--- src/rtl/multicycle_ctrl_if.sv ---
// Control bus between the multicycle controller and its instruction memory,
// data memory and datapath. The controller takes the master side.
interface multicycle_ctrl_if #(
   parameter int OPW  = 3,
   parameter int ALUW = 3,
   parameter int CNTW = 16
);
   logic [OPW-1:0]  instr_op;
   logic            instr_ack;
   logic            mem_ack;
   logic            alu_zero;
   logic            instr_req;
   logic            ir_write;
   logic            pc_inc;
   logic            pc_branch;
   logic            mem_req;
   logic            mem_write;
   logic            mem_to_reg;
   logic            alu_src;
   logic            reg_write;
   logic [ALUW-1:0] alu_op;
   logic            trap;
   logic [1:0]      err_code;
   logic [CNTW-1:0] retired;

   modport master (
      input  instr_op, instr_ack, mem_ack, alu_zero,
      output instr_req, ir_write, pc_inc, pc_branch, mem_req, mem_write,
             mem_to_reg, alu_src, reg_write, alu_op, trap, err_code, retired
   );

   modport slave (
      output instr_op, instr_ack, mem_ack, alu_zero,
      input  instr_req, ir_write, pc_inc, pc_branch, mem_req, mem_write,
             mem_to_reg, alu_src, reg_write, alu_op, trap, err_code, retired
   );
endinterface

--- src/rtl/multicycle_ctrl.sv ---
// Multicycle processor control FSM: fetch / decode / execute / memory /
// write-back sequencing with handshake timeouts, illegal-opcode trap and a
// retired-instruction counter.
module multicycle_ctrl #(
   parameter int OPW  = 3,
   parameter int ALUW = 3,
   parameter int TMO  = 16,
   parameter int CNTW = 16
) (
   input  logic              clk,
   input  logic              rst_n,
   multicycle_ctrl_if.master bus
);
   typedef enum logic [2:0] {
      S_IDLE, S_FETCH, S_DECODE, S_EXEC, S_MEM, S_WB, S_TRAP
   } state_t;

   // Wait counter only needs to reach TMO-1: the TMO-th waiting cycle is the last.
   localparam int               WCW       = $clog2(TMO + 1);
   localparam logic [WCW-1:0]   WAIT_LAST = WCW'(TMO - 1);

   localparam logic [2:0] OP_XOR = 3'd0;
   localparam logic [2:0] OP_BEQ = 3'd1;
   localparam logic [2:0] OP_LD  = 3'd5;
   localparam logic [2:0] OP_ST  = 3'd6;
   localparam logic [2:0] OP_J   = 3'd7;

   state_t          state_reg, state_next;
   logic [OPW-1:0]  op_q;
   logic [WCW-1:0]  wait_cnt_reg;
   logic [1:0]      err_code_reg, err_code_next;
   logic [CNTW-1:0] retired_reg;
   logic            retire;
   logic            waiting;
   logic            timeout;
   logic            illegal_op;
   logic [2:0]      op3;

   assign op3     = op_q[2:0];
   assign timeout = (wait_cnt_reg == WAIT_LAST);
   assign waiting = ((state_reg == S_FETCH) && !bus.instr_ack) ||
                    ((state_reg == S_MEM)   && !bus.mem_ack);

   // Opcodes of 8 and above only exist when the opcode field is wider than 3 bits.
   generate
      if (OPW > 3) begin : g_wide_op
         assign illegal_op = |op_q[OPW-1:3];
      end else begin : g_narrow_op
         assign illegal_op = 1'b0;
      end
   endgenerate

   assign bus.err_code = err_code_reg;
   assign bus.retired  = retired_reg;

   // State, latched opcode, handshake wait counter, error code and retire counter.
   always_ff @(posedge clk or negedge rst_n) begin
      if (!rst_n) begin
         state_reg    <= S_IDLE;
         op_q         <= '0;
         wait_cnt_reg <= '0;
         err_code_reg <= 2'b00;
         retired_reg  <= '0;
      end else begin
         state_reg    <= state_next;
         err_code_reg <= err_code_next;
         if ((state_reg == S_FETCH) && bus.instr_ack)
            op_q <= bus.instr_op;
         if (state_next != state_reg)
            wait_cnt_reg <= '0;
         else if (waiting)
            wait_cnt_reg <= wait_cnt_reg + WCW'(1);
         if (retire)
            retired_reg <= retired_reg + CNTW'(1);
      end
   end

   // Next-state logic and control outputs decoded from state and op_q.
   always_comb begin
      state_next     = state_reg;
      err_code_next  = err_code_reg;
      retire         = 1'b0;
      bus.instr_req  = 1'b0;
      bus.ir_write   = 1'b0;
      bus.pc_inc     = 1'b0;
      bus.pc_branch  = 1'b0;
      bus.mem_req    = 1'b0;
      bus.mem_write  = 1'b0;
      bus.mem_to_reg = 1'b0;
      bus.alu_src    = 1'b0;
      bus.reg_write  = 1'b0;
      bus.alu_op     = '0;
      bus.trap       = 1'b0;
      case (state_reg)
         S_IDLE: state_next = S_FETCH;
         S_FETCH: begin
            bus.instr_req = 1'b1;
            if (bus.instr_ack) begin
               bus.ir_write = 1'b1;
               bus.pc_inc   = 1'b1;
               state_next   = S_DECODE;
            end else if (timeout) begin
               state_next    = S_TRAP;
               err_code_next = 2'b10;
            end
         end
         S_DECODE: begin
            if (illegal_op) begin
               state_next    = S_TRAP;
               err_code_next = 2'b01;
            end else begin
               state_next = S_EXEC;
            end
         end
         S_EXEC: begin
            // The j encoding 3'b111 is also its ALU code, so one zero-extend covers all ops.
            bus.alu_op  = ALUW'(op3);
            bus.alu_src = (op3 != OP_XOR) && (op3 != OP_J);
            case (op3)
               OP_BEQ: begin
                  bus.pc_branch = bus.alu_zero;
                  state_next    = S_FETCH;
                  retire        = 1'b1;
               end
               OP_J: begin
                  bus.pc_branch = 1'b1;
                  state_next    = S_FETCH;
                  retire        = 1'b1;
               end
               OP_LD, OP_ST: state_next = S_MEM;
               default:      state_next = S_WB;
            endcase
         end
         S_MEM: begin
            bus.mem_req   = 1'b1;
            bus.mem_write = (op3 == OP_ST);
            bus.alu_src   = 1'b1;
            if (bus.mem_ack) begin
               if (op3 == OP_ST) begin
                  state_next = S_FETCH;
                  retire     = 1'b1;
               end else begin
                  state_next = S_WB;
               end
            end else if (timeout) begin
               state_next    = S_TRAP;
               err_code_next = 2'b10;
            end
         end
         S_WB: begin
            bus.reg_write  = 1'b1;
            bus.mem_to_reg = (op3 == OP_LD);
            state_next     = S_FETCH;
            retire         = 1'b1;
         end
         S_TRAP:  bus.trap  = 1'b1;
         default: state_next = S_IDLE;
      endcase
   end
endmodule
--- src/flat_wrapper.sv ---
// flat-port wrapper written by rule: the top's interface ports become plain ports
module multicycle_ctrl_flat 
#(
   parameter int OPW  = 3,
   parameter int ALUW = 3,
   parameter int TMO  = 16,
   parameter int CNTW = 16
)
  (clk, rst_n, bus_instr_op, bus_instr_ack, bus_mem_ack, bus_alu_zero, bus_instr_req, bus_ir_write, bus_pc_inc, bus_pc_branch, bus_mem_req, bus_mem_write, bus_mem_to_reg, bus_alu_src, bus_reg_write, bus_alu_op, bus_trap, bus_err_code, bus_retired);
  multicycle_ctrl_if #(.OPW(OPW), .ALUW(ALUW), .CNTW(CNTW)) bus_i ();
  input  logic clk;
  input  logic rst_n;
  input wire logic [$bits(bus_i.instr_op)-1:0] bus_instr_op;
  input wire logic [$bits(bus_i.instr_ack)-1:0] bus_instr_ack;
  input wire logic [$bits(bus_i.mem_ack)-1:0] bus_mem_ack;
  input wire logic [$bits(bus_i.alu_zero)-1:0] bus_alu_zero;
  output wire logic [$bits(bus_i.instr_req)-1:0] bus_instr_req;
  output wire logic [$bits(bus_i.ir_write)-1:0] bus_ir_write;
  output wire logic [$bits(bus_i.pc_inc)-1:0] bus_pc_inc;
  output wire logic [$bits(bus_i.pc_branch)-1:0] bus_pc_branch;
  output wire logic [$bits(bus_i.mem_req)-1:0] bus_mem_req;
  output wire logic [$bits(bus_i.mem_write)-1:0] bus_mem_write;
  output wire logic [$bits(bus_i.mem_to_reg)-1:0] bus_mem_to_reg;
  output wire logic [$bits(bus_i.alu_src)-1:0] bus_alu_src;
  output wire logic [$bits(bus_i.reg_write)-1:0] bus_reg_write;
  output wire logic [$bits(bus_i.alu_op)-1:0] bus_alu_op;
  output wire logic [$bits(bus_i.trap)-1:0] bus_trap;
  output wire logic [$bits(bus_i.err_code)-1:0] bus_err_code;
  output wire logic [$bits(bus_i.retired)-1:0] bus_retired;
  assign bus_i.instr_op = bus_instr_op;
  assign bus_i.instr_ack = bus_instr_ack;
  assign bus_i.mem_ack = bus_mem_ack;
  assign bus_i.alu_zero = bus_alu_zero;
  assign bus_instr_req = bus_i.instr_req;
  assign bus_ir_write = bus_i.ir_write;
  assign bus_pc_inc = bus_i.pc_inc;
  assign bus_pc_branch = bus_i.pc_branch;
  assign bus_mem_req = bus_i.mem_req;
  assign bus_mem_write = bus_i.mem_write;
  assign bus_mem_to_reg = bus_i.mem_to_reg;
  assign bus_alu_src = bus_i.alu_src;
  assign bus_reg_write = bus_i.reg_write;
  assign bus_alu_op = bus_i.alu_op;
  assign bus_trap = bus_i.trap;
  assign bus_err_code = bus_i.err_code;
  assign bus_retired = bus_i.retired;
  multicycle_ctrl #(.OPW(OPW), .ALUW(ALUW), .TMO(TMO), .CNTW(CNTW)) u_core (.clk(clk), .rst_n(rst_n), .bus(bus_i));
endmodule
--- config.mk ---
export PLATFORM = sky130hd
export DESIGN_NAME = multicycle_ctrl_flat
export DESIGN_NICKNAME = d
export VERILOG_FILES = /design/src/rtl/multicycle_ctrl_if.sv /design/src/rtl/multicycle_ctrl.sv /design/src/flat_wrapper.sv
export SDC_FILE = /design/constraint.sdc
export NUM_CORES = 1
export LEC_CHECK = 0
export CORE_UTILIZATION = 25
export DETAILED_ROUTE_END_ITERATION = 10
export DONT_BUFFER_PORTS = 1
export PLACE_DENSITY_LB_ADDON = 0.15
export SKIP_CTS_REPAIR_TIMING = 1
export SLEW_MARGIN = 10
export SYNTH_ARGS = -nofsm -noshare
export SYNTH_HDL_FRONTEND = slang
export SYNTH_SLANG_ARGS = --single-unit
export TNS_END_PERCENT = 20
--- constraint.sdc ---
create_clock -name clk -period 2 [get_ports clk]
set_input_delay 0.3 -clock clk [delete_from_list [all_inputs] [get_ports clk]]
set_output_delay 0.3 -clock clk [all_outputs]
set_load 0.005 [all_outputs]
==> metrics.cfg, run 1 <==
[logic_synthesis]
ys.flop_type=dfrtp_1
ys_warn_count=0
synth_cell_types=50
ys_seq_elements=28
synthArstFlopShare=1.00
ys_seq_area_frac=0.427
synthCells=157
syn_area_per_cell_sq_um=10.4
netlist_area_sq_um=1640
synth_nets=168
synth_edf_count=0

[floorplanning]
pin_count=39
num_rows=29
start_util=0.258
coreArea_sq_um=6350
dieArea_sq_um=6880
fp.dieH_microns=83.0
fp.dieW_microns=83.0

[critical_path]
crit_path_end_kind=primary output
required_ns=1.70
crit_arrival_ns=1.64
cp_slowest_cell=or3b_2
start_kind=flop
crit_chain=or3b_2 > inv_1 > and2_2 > buf_4
crit_type=flop to primary output
slowest_delay_ns=0.51
cp_max_fo=4
regToRegSetupSlack_ns=0.10
cp.buffers_inverters=2
critical_path.top_delay_family=simple AND/OR/NAND/NOR gates

[power]
p_sw_frac=0.410
total_power_mw=2.43
pwr-share-clk=0.198
p_int_mw=1.43
leakagePower_nw=0.719
power_density_nw_per_um2=1310
p_switching_mw=0.995
p_comb_frac=0.418
vdd_ir_drop_max_mv=0.479
seqPwrFrac=0.384

[drt]
wl_per_cell_microns=16.3
drc=0
dr.pass1.iters=4
viasPerCell=5.05
ant_nets=0
vias=1211
wl_mm=3.92
drt_iter0_drc=60

[timing]
report.final.slew_viol_count=0
setup_slack_ns=0.0628
hold_viol=0
fin_worst_skew_ns=0.00792
fmax_ghz=0.516
rsz0062_at_grt=true
period_minus_slack_ns=1.94
fin_crit_sh=0.969
setup_viol=0
hold_ws_ns=0.158

[clocking]
cts_sinks=28
h-tree-depth=1
insertion_delay_ns=0.29
cts_made_buffers=3
clk_pin_slew_ns=0.11
tritoncts=built
cts-root-buf=clkbuf_8
cts_buffer_depth=2

[finish]
layout_commonest_cell=dfrtp_1
fill_cells=649
n_antenna_cell=0
drive_gt1_frac=0.215
largest_reg_flops=16
area_growth_pct=13.4
final_cell_mix=dfrtp_1 (26), xor2_1 (14), buf_4 (11), nand2_1 (9), a21oi_1 (7)
nets=175

[global_routing]
busiest_layer=met2
grt_start_max_net_pins=29
grt_pass1_vias=1229
grt_use_met3=0.0318
grt_pass1_wl_mm=6.62
antenna_found_initial=0
overflow=0
grt_util_met1=0.163
grt_usage=0.120
use_met2=0.183

[outcome]
status=finished clean

[placement]
gp_congestion=0.816
dp_hpwl_mm=2.78
place_ws_ns=0.0973
portBuffers=0

[min_path]
hold_path.class=primary input to flop

[job]
maxCapViolCount=0

power by group through the flow:
| stage | Combinational [mW] | Clock [mW] | Sequential (mW) |
|---|---|---|---|
| after floorplan | 0.840 | 0 | 0.840 |
| after global placement | 0.929 | 0 | 0.952 |
| after detailed placement | 0.940 | 0 | 0.957 |
| after CTS | 0.944 | 0.486 | 0.945 |
| after global routing | 1.13 | 0.507 | 0.967 |
| final | 1.01 | 0.480 | 0.933 |
Yosys cell counts, drive strengths merged (4+ instances only):
| cell | number | area (sq um) |
|---|---|---|
| a211oi | 5 | 47.5 |
| nand3 | 6 | 30.0 |
| mux2 | 4 | 45.0 |
| nor3 | 4 | 20.0 |
| xor2 | 14 | 123 |
| buf | 11 | 68.8 |
| a21oi | 9 | 56.3 |
| and2 | 5 | 31.3 |
| nor2 | 4 | 17.5 |
| xnor2 | 6 | 52.6 |
| nand2 | 10 | 40.0 |
| dfrtp | 28 | 701 |
| inv | 6 | 22.5 |
routing by layer:
layer / vias up / routed length, microns
li1: 574 / -
met1: 596 / 1840
met2: 34 / 1750
met3: 7 / 255
met4: 0 / 71
met5: - / 0
worst reg2reg max path, cell delays in order, from the launching register on:
cell	delay, ns
dfrtp_1	0.42
ha_1	0.22
and3_1	0.19
ha_1	0.24
nor3b_1	0.17
o31a_1	0.35
nor3_1	0.23
path summary, 6_finish.rpt:
path,depth (start not counted),from,to
setup / recovery,4,u_core.state_reg[2],bus_ir_write
hold / removal,1,bus_instr_op[1],u_core.op3[1]
setup reg to reg,6,u_core.wait_cnt_reg[0],u_core.wait_cnt_reg[2]
hold reg to reg,1,u_core.bus.retired[15],u_core.bus.retired[15]
max in group asynchronous,2,rst_n,u_core.state_reg[0]
min in group asynchronous,2,rst_n,u_core.bus.retired[8]
per-stage QoR:
stage	cell area, sq um	instances	TNS (ns)	util
floorplan	1640	157	0	-
global placement	1720	230	0	0.271
detailed placement	1720	230	0	0.271
CTS	1790	234	-0.247	0.282
global route	1860	240	-0.144	0.293
finish	1860	240	0	0.293
kinds of logic after synthesis:
family	count (synthesis)	synth area share
adder cells (fa/ha/maj)	3	0.0229
buffers and inverters	17	0.0557
AO/OA/AOI/OAI	35	0.176
AND/OR/NAND/NOR	48	0.176
other	1	0.00229
flip-flops	28	0.427
multiplexers	5	0.0336
XOR/XNOR	20	0.107
cell type report:
cell class	instances	area, sq um	share of cell area
clock buffer	3	41.3	0.0222
clock inverter	1	30.0	0.0162
inverter	6	22.5	0.0121
multi-input combinational	112	852	0.459
sequential	28	703	0.378
tap	77	96.3	0.0519
timing repair buffer	13	113	0.0606
(Power assumes the default switching activity.)
==> run 2: changes to the inputs <==
--- a/config.mk
+++ b/config.mk
@@ -5,7 +5,9 @@
 export SDC_FILE = /design/constraint.sdc
 export NUM_CORES = 1
 export LEC_CHECK = 0
+export ABC_AREA = 1
 export CORE_UTILIZATION = 25
+export CTS_CLUSTER_SIZE = 25
 export DETAILED_ROUTE_END_ITERATION = 10
 export DONT_BUFFER_PORTS = 1
 export PLACE_DENSITY_LB_ADDON = 0.15
==> run 2 against run 1 <==
  * Sequential power decreased by 7.9%
  * Via count increased by 12%
  * Largest power group unchanged
  * Cell count increased by 26%
  * Area after synthesis increased by 2.2%
  * Clock skew about the same
  * Worst hold slack got worse by 0.0084 ns
  * Combinational power decreased by 13%
  * Routed wire length decreased by 4.9%
  * Critical endpoint is now u_core.wait_cnt_reg[2]
  * Count of clock-buffer cells in the layout increased by 1
  * The flow now finishes with violations (design-rule violations)
  * Critical path type is now flop to flop
==> metrics.cfg, run 2 <==
[outcome]
status=finished with violations
violations=design-rule violations

[clocking]
h-tree-depth=1  ; unchanged
cts-root-buf=clkbuf_8
cts_made_buffers=3  ; unchanged
cts_buffer_depth=2  ; unchanged
cts_sinks=28  ; unchanged
insertion_delay_ns=0.27  ; -0.02 ns
tritoncts=built
clk_pin_slew_ns=0.10  ; about the same

[finish]
drive_gt1_frac=0.111  ; -0.104
layout_commonest_cell=nand2_1
fill_cells=727  ; +12%
area_growth_pct=11.2
largest_reg_flops=16  ; unchanged
final_cell_mix=nand2_1 (49), inv_1 (30), dfrtp_1 (28), nor2_1 (25), nand3_1 (21)
nets=237  ; +35%
n_antenna_cell=0  ; unchanged

[logic_synthesis]
syn_area_per_cell_sq_um=7.65  ; -27%
synth_area_leaders=dfrtp_1 (42%), nand2_1 (11%), inv_1 (6.7%), nand3_1 (6.3%), xor2_1 (6.3%)
yosysTopAreaCellShare=0.418  ; -0.00926
synthCells=219  ; +39%
synthArstFlopShare=1.00  ; unchanged
synthTopCellsByCount=nand2_1 (49), inv_1 (30), dfrtp_1 (28), nor2_1 (26), nand3_1 (21)
ys_warn_count=0  ; unchanged
netlist_area_sq_um=1680  ; +2.2%
synth_nets=230  ; +37%
synth_most_common_cell=nand2_1
synth_edf_count=0  ; unchanged
synth_cell_types=29  ; -42%
ys_seq_elements=28  ; unchanged
ys_seq_area_frac=0.418  ; -0.00926
ys.flop_type=dfrtp_1
yosysTopAreaCell=dfrtp_1

[timing]
fin_crit_sh=0.894  ; -0.0749
fin_setup_tns_ns=0  ; unchanged
hold_viol=0  ; unchanged
hold_ws_ns=0.149  ; -0.00841 ns
report.final.slew_viol_count=0  ; unchanged
fin_worst_skew_ns=0.00743  ; -0.000493 ns
setup_viol=0  ; unchanged
rsz0062_at_grt=false
period_minus_slack_ns=1.79  ; -0.150 ns
fmax_ghz=0.559  ; +8.4%

[floorplanning]
start_util=0.261  ; +0.00273
pin_count=39  ; unchanged
fp.dieH_microns=83.9  ; +1.1%
coreArea_sq_um=6420  ; +1.1%
fp.dieW_microns=83.9  ; +1.1%
dieArea_sq_um=7030  ; +2.2%
num_rows=29  ; unchanged

[critical_path]
cp_max_fo=5  ; +1
reg2reg_from=u_core.wait_cnt_reg[0]
crit_type=flop to flop
regToRegSetupSlack_ns=0.21  ; +0.11 ns
worstSetupStartpoint=u_core.wait_cnt_reg[0]
start_kind=flop
cp_slowest_cell=dfrtp_1
crit_arrival_ns=2.00  ; +0.36 ns
crit_chain=ha_1 > and3_1 > ha_2 > or2_2 > nand2_1 > nand3_1 > nand2_1 > nand3_2 > nor2_1
required_ns=2.21  ; +0.51 ns
critical_path.top_delay_family=simple AND/OR/NAND/NOR gates
crit_path_end_kind=flop
slowest_delay_ns=0.39  ; -0.12 ns
cp_common_cell=nand2_1
cp.buffers_inverters=0  ; -2

[drt]
viasPerCell=4.50  ; -11%
drt_iter0_drc=44  ; -27%
wl_mm=3.72  ; -4.9%
drc=8  ; +8
dr.pass1.iters=7  ; +3
ant_nets=0  ; unchanged
vias=1358  ; +12%
wl_per_cell_microns=12.3  ; -24%

[global_routing]
grt_pass1_vias=1345  ; +9.4%
overflow=0  ; unchanged
grt_start_max_net_pins=29  ; unchanged
grt_usage=0.113  ; -0.00708
grt_pass1_wl_mm=6.30  ; -4.8%
antenna_found_initial=0  ; unchanged

[power]
total_power_mw=2.09  ; -14%
leakagePower_nw=0.862  ; +20%
power_density_nw_per_um2=1120  ; -14%
vdd_ir_drop_max_mv=0.362  ; -24%

[job]
maxCapViolCount=0  ; unchanged

[placement]
portBuffers=0  ; unchanged
gp_congestion=0.729  ; -11%
dp_hpwl_mm=2.96  ; +6.3%

[min_path]
hold_path.class=primary input to flop
hold_path.startpoint=bus_instr_op[0]

## run 2: cell count changes after synthesis, moves of 5 or more
cell and change:
nand2_1 +40, inv_1 +24, nor2_1 +23, nand3_1 +15
o21ai_0 +12, buf_2 -7, a21oi_1 -6, and2_1 -5
## run 2: layout make-up
cell class	instances	area, sq um	area share
repair buffers	5	52.6	0.0282
flip-flops and latches	28	701	0.376
inverters	33	124	0.0665
well taps	77	96.3	0.0517
clock buffers	4	55.1	0.0295
multi-input cells	155	835	0.448
## run 2: logic make-up (layout without fill, tap and decap cells)
kind of cell    count (synthesis)  count (layout)  synth area share
xor+xnor                       16              16            0.0881
simple gates                  117             117             0.317
fa+ha+maj                       3               3            0.0224
buf+inv                        36              42            0.0896
other cells                     1               1           0.00224
compound gates                 18              18            0.0620
flops                          28              28             0.418
## run 2: through the flow
step | setup WS [ns] | area, sq um | util | instances
3_5_place_dp | 0.175 | 1770 | 0.275 | 296
2_1_floorplan | 0.352 | 1680 | - | 219
3_3_place_gp | 0.172 | 1770 | 0.275 | 296
5_1_grt | 0.0309 | 1860 | 0.290 | 302
4_1_cts | 0.148 | 1820 | 0.284 | 300
6_report | 0.213 | 1860 | 0.290 | 302
## run 2: report_power, final
| part | switching (mW) | internal, mW | total, mW | leakage [nW] |
|---|---|---|---|---|
| Combinational | 0.579 | 0.297 | 0.876 | 0.479 |
| Sequential | 0.158 | 0.700 | 0.859 | 0.354 |
| Clock | 0.179 | 0.176 | 0.355 | 0.0288 |
| Total | 0.916 | 1.17 | 2.09 | 0.862 |
## run 2: final timing paths
path / cells past startpoint / to
worst min register to register: 1 / u_core.bus.err_code[1]
min in group asynchronous: 2 / u_core.bus.err_code[1]
worst max register to register: 9 / u_core.wait_cnt_reg[2]
max in group asynchronous: 2 / u_core.bus.retired[6]
worst max-delay path: 9 / u_core.wait_cnt_reg[2]
worst min-delay path: 2 / u_core.op3[0]
## run 2: layer usage
| metal | vias up | routed length, microns | track usage |
|---|---|---|---|
| li1 | 692 | - | - |
| met1 | 631 | 1580 | 0.133 |
| met2 | 31 | 1820 | 0.192 |
| met3 | 4 | 271 | 0.0386 |
| met4 | 0 | 45 | 0.0376 |
| met5 | - | 0 | 0 |
==> run 3: changes to the inputs <==
--- a/config.mk
+++ b/config.mk
@@ -6,11 +6,13 @@
 export NUM_CORES = 1
 export LEC_CHECK = 0
 export ABC_AREA = 1
+export CORE_MARGIN = 3
 export CORE_UTILIZATION = 25
 export CTS_CLUSTER_SIZE = 25
 export DETAILED_ROUTE_END_ITERATION = 10
 export DONT_BUFFER_PORTS = 1
 export PLACE_DENSITY_LB_ADDON = 0.15
+export RECOVER_POWER = 25
 export SKIP_CTS_REPAIR_TIMING = 1
 export SLEW_MARGIN = 10
 export SYNTH_ARGS = -nofsm -noshare
==> run 3 against run 2 <==
  * The run now ends clean
  * Die area grew 9.8%
  * Critical endpoint is now u_core.wait_cnt_reg[0]
  * Largest cell class unchanged
  * Largest power group is now sequential cells
  * Clock power rose by 26%
  * Global-route usage is 0.45 points lower
==> metrics.cfg, run 3 (synthesis results as in run 2) <==
[timing]
fmax_ghz=0.551  ; -1.5%
report.final.slew_viol_count=0  ; unchanged
setup_slack_ns=0.186  ; -0.0270 ns
tightest_slew_ns=1.27
rsz0062_at_grt=false
relSlewSlack=0.156
fin_setup_tns_ns=0  ; unchanged
setup_viol=0  ; unchanged
period_minus_slack_ns=1.81  ; +0.0270 ns
hold_viol=0  ; unchanged
fin_worst_skew_ns=0.00574  ; -0.00169 ns
fin_crit_sh=0.907  ; +0.0135

[critical_path]
crit_end=u_core.wait_cnt_reg[0]
rr_endpoint=u_core.wait_cnt_reg[0]
crit_path_end_kind=flop
regToRegSetupSlack_ns=0.19  ; -0.03 ns
reg2regPathDepth=10  ; +1
worstSetupStartpoint=u_core.wait_cnt_reg[0]
crit_type=flop to flop
required_ns=2.21  ; about the same
start_kind=flop
cp_max_fo=5  ; unchanged
reg2reg_from=u_core.wait_cnt_reg[0]
crit_arrival_ns=2.03  ; +0.03 ns

[global_routing]
grt_pass1_vias=1388  ; +3.2%
grt_start_max_net_pins=29  ; unchanged
antenna_found_initial=0  ; unchanged
overflow=0  ; unchanged
grt_pass1_wl_mm=6.62  ; +5.0%
grt_usage=0.109  ; -0.00454

[finish]
layout_commonest_cell=nand2_1
drive_gt1_frac=0.0978  ; -0.0133
fill_cells=709  ; -2.5%
n_antenna_cell=0  ; unchanged
area_growth_pct=11.4
post-route-util=0.291  ; +0.000584
largest_reg_flops=16  ; unchanged
final_cell_mix=nand2_1 (49), inv_1 (30), dfrtp_1 (28), nor2_1 (26), nand3_1 (21)
nets=237  ; unchanged

[clocking]
cts_made_buffers=3  ; unchanged
clk_pin_slew_ns=0.10  ; about the same
insertion_delay_ns=0.27  ; about the same
cts_buffer_depth=2  ; unchanged
cts-root-buf=clkbuf_8
tritoncts=built
cts_sinks=28  ; unchanged
h-tree-depth=1  ; unchanged

[min_path]
hold_path.class=primary input to flop
hold_path.startpoint=bus_instr_op[2]

[drt]
wl_mm=3.85  ; +3.4%
drt_iter0_drc=56  ; +27%
dr.pass1.iters=4  ; -3
ant_nets=0  ; unchanged
drc=0  ; -8
viasPerCell=4.59  ; +2.1%
vias=1387  ; +2.1%
wl_per_cell_microns=12.7  ; +3.4%

[placement]
dp_hpwl_mm=3.06  ; +3.3%
portBuffers=0  ; unchanged
place_ws_ns=0.138  ; -0.0374 ns
gp_congestion=0.805  ; +10%

[job]
maxCapViolCount=0  ; unchanged

[floorplanning]
coreArea_sq_um=6420  ; unchanged
pin_count=39  ; unchanged
fp.dieW_microns=87.9  ; +4.8%
start_util=0.261  ; unchanged
num_rows=29  ; unchanged
fp.dieH_microns=87.9  ; +4.8%
dieArea_sq_um=7720  ; +9.8%

[power]
vdd_ir_drop_max_mv=0.341  ; -5.8%
power_density_nw_per_um2=1170  ; +4.4%
leakagePower_nw=0.875  ; +1.4%

[outcome]
status=finished clean

==> run 3: changes by cell type in the layout (fill, tap and decap cells not counted), sizes merged <==
cell / before / now
buf: 4 / 3
clkbuf: 4 / 3
dlymetal6s4s: 0 / 1
bufinv: 0 / 1
==> run 3: power by group <==
part	switching, mW	total (mW)	internal, mW
clock network	0.179	0.447	0.268
logic	0.574	0.862	0.288
registers	0.177	0.877	0.700
==> run 3: worst min-delay path by stage <==
stage	depth (start not counted)	end	slack, ns
final	2	u_core.op3[2]	0.15
after global routing	2	u_core.op3[2]	0.15
after CTS	0	u_core.bus.err_code[1]	-0.31
after detailed placement	0	u_core.bus.err_code[1]	0.005
after global placement	0	u_core.bus.err_code[1]	0.005
after floorplan	0	u_core.bus.err_code[1]	0.004
==> run 3: through the flow <==
stage	cell area [sq um]	power [mW]	cells	hold slack [ns]
final	1870	2.19	302	0.152
after global routing	1870	2.40	302	0.155
after CTS	1840	2.21	300	-0.306
after detailed placement	1770	1.75	296	0.00538
after global placement	1770	1.76	296	0.00532
after floorplan	1680	1.54	219	0.00441
==> run 3: layout make-up <==
cell class / instances / area, sq um / share of cell area
clock buffers: 3 / 41.3 / 0.0221
inverters: 33 / 124 / 0.0664
repair buffers: 5 / 45.0 / 0.0241
well taps: 77 / 96.3 / 0.0516
clock inverters: 1 / 30.0 / 0.0161
flip-flops and latches: 28 / 701 / 0.375
multi-input cells: 155 / 830 / 0.444
==> run 3: per-layer routing <==
layer / GRT usage / share of wire / routed length (microns) / up-vias
met5: 0 / 0 / 0 / -
met4: 0.0391 / 0.0081 / 31 / 0
met3: 0.0263 / 0.060 / 231 / 2
met2: 0.189 / 0.50 / 1940 / 25
met1: 0.130 / 0.43 / 1650 / 663
li1: - / - / - / 697
==> run 3: critical path, cell delays in order, from the launching register on <==
cell and delay [ns]:
dfrtp_1 0.40, ha_1 0.20, and3_1 0.18, ha_1 0.22, nor3_2 0.18, nand2_1 0.08, nand3_1 0.12, nand2_1 0.06
nand2_1 0.08, nand3_2 0.13, nor2_1 0.11
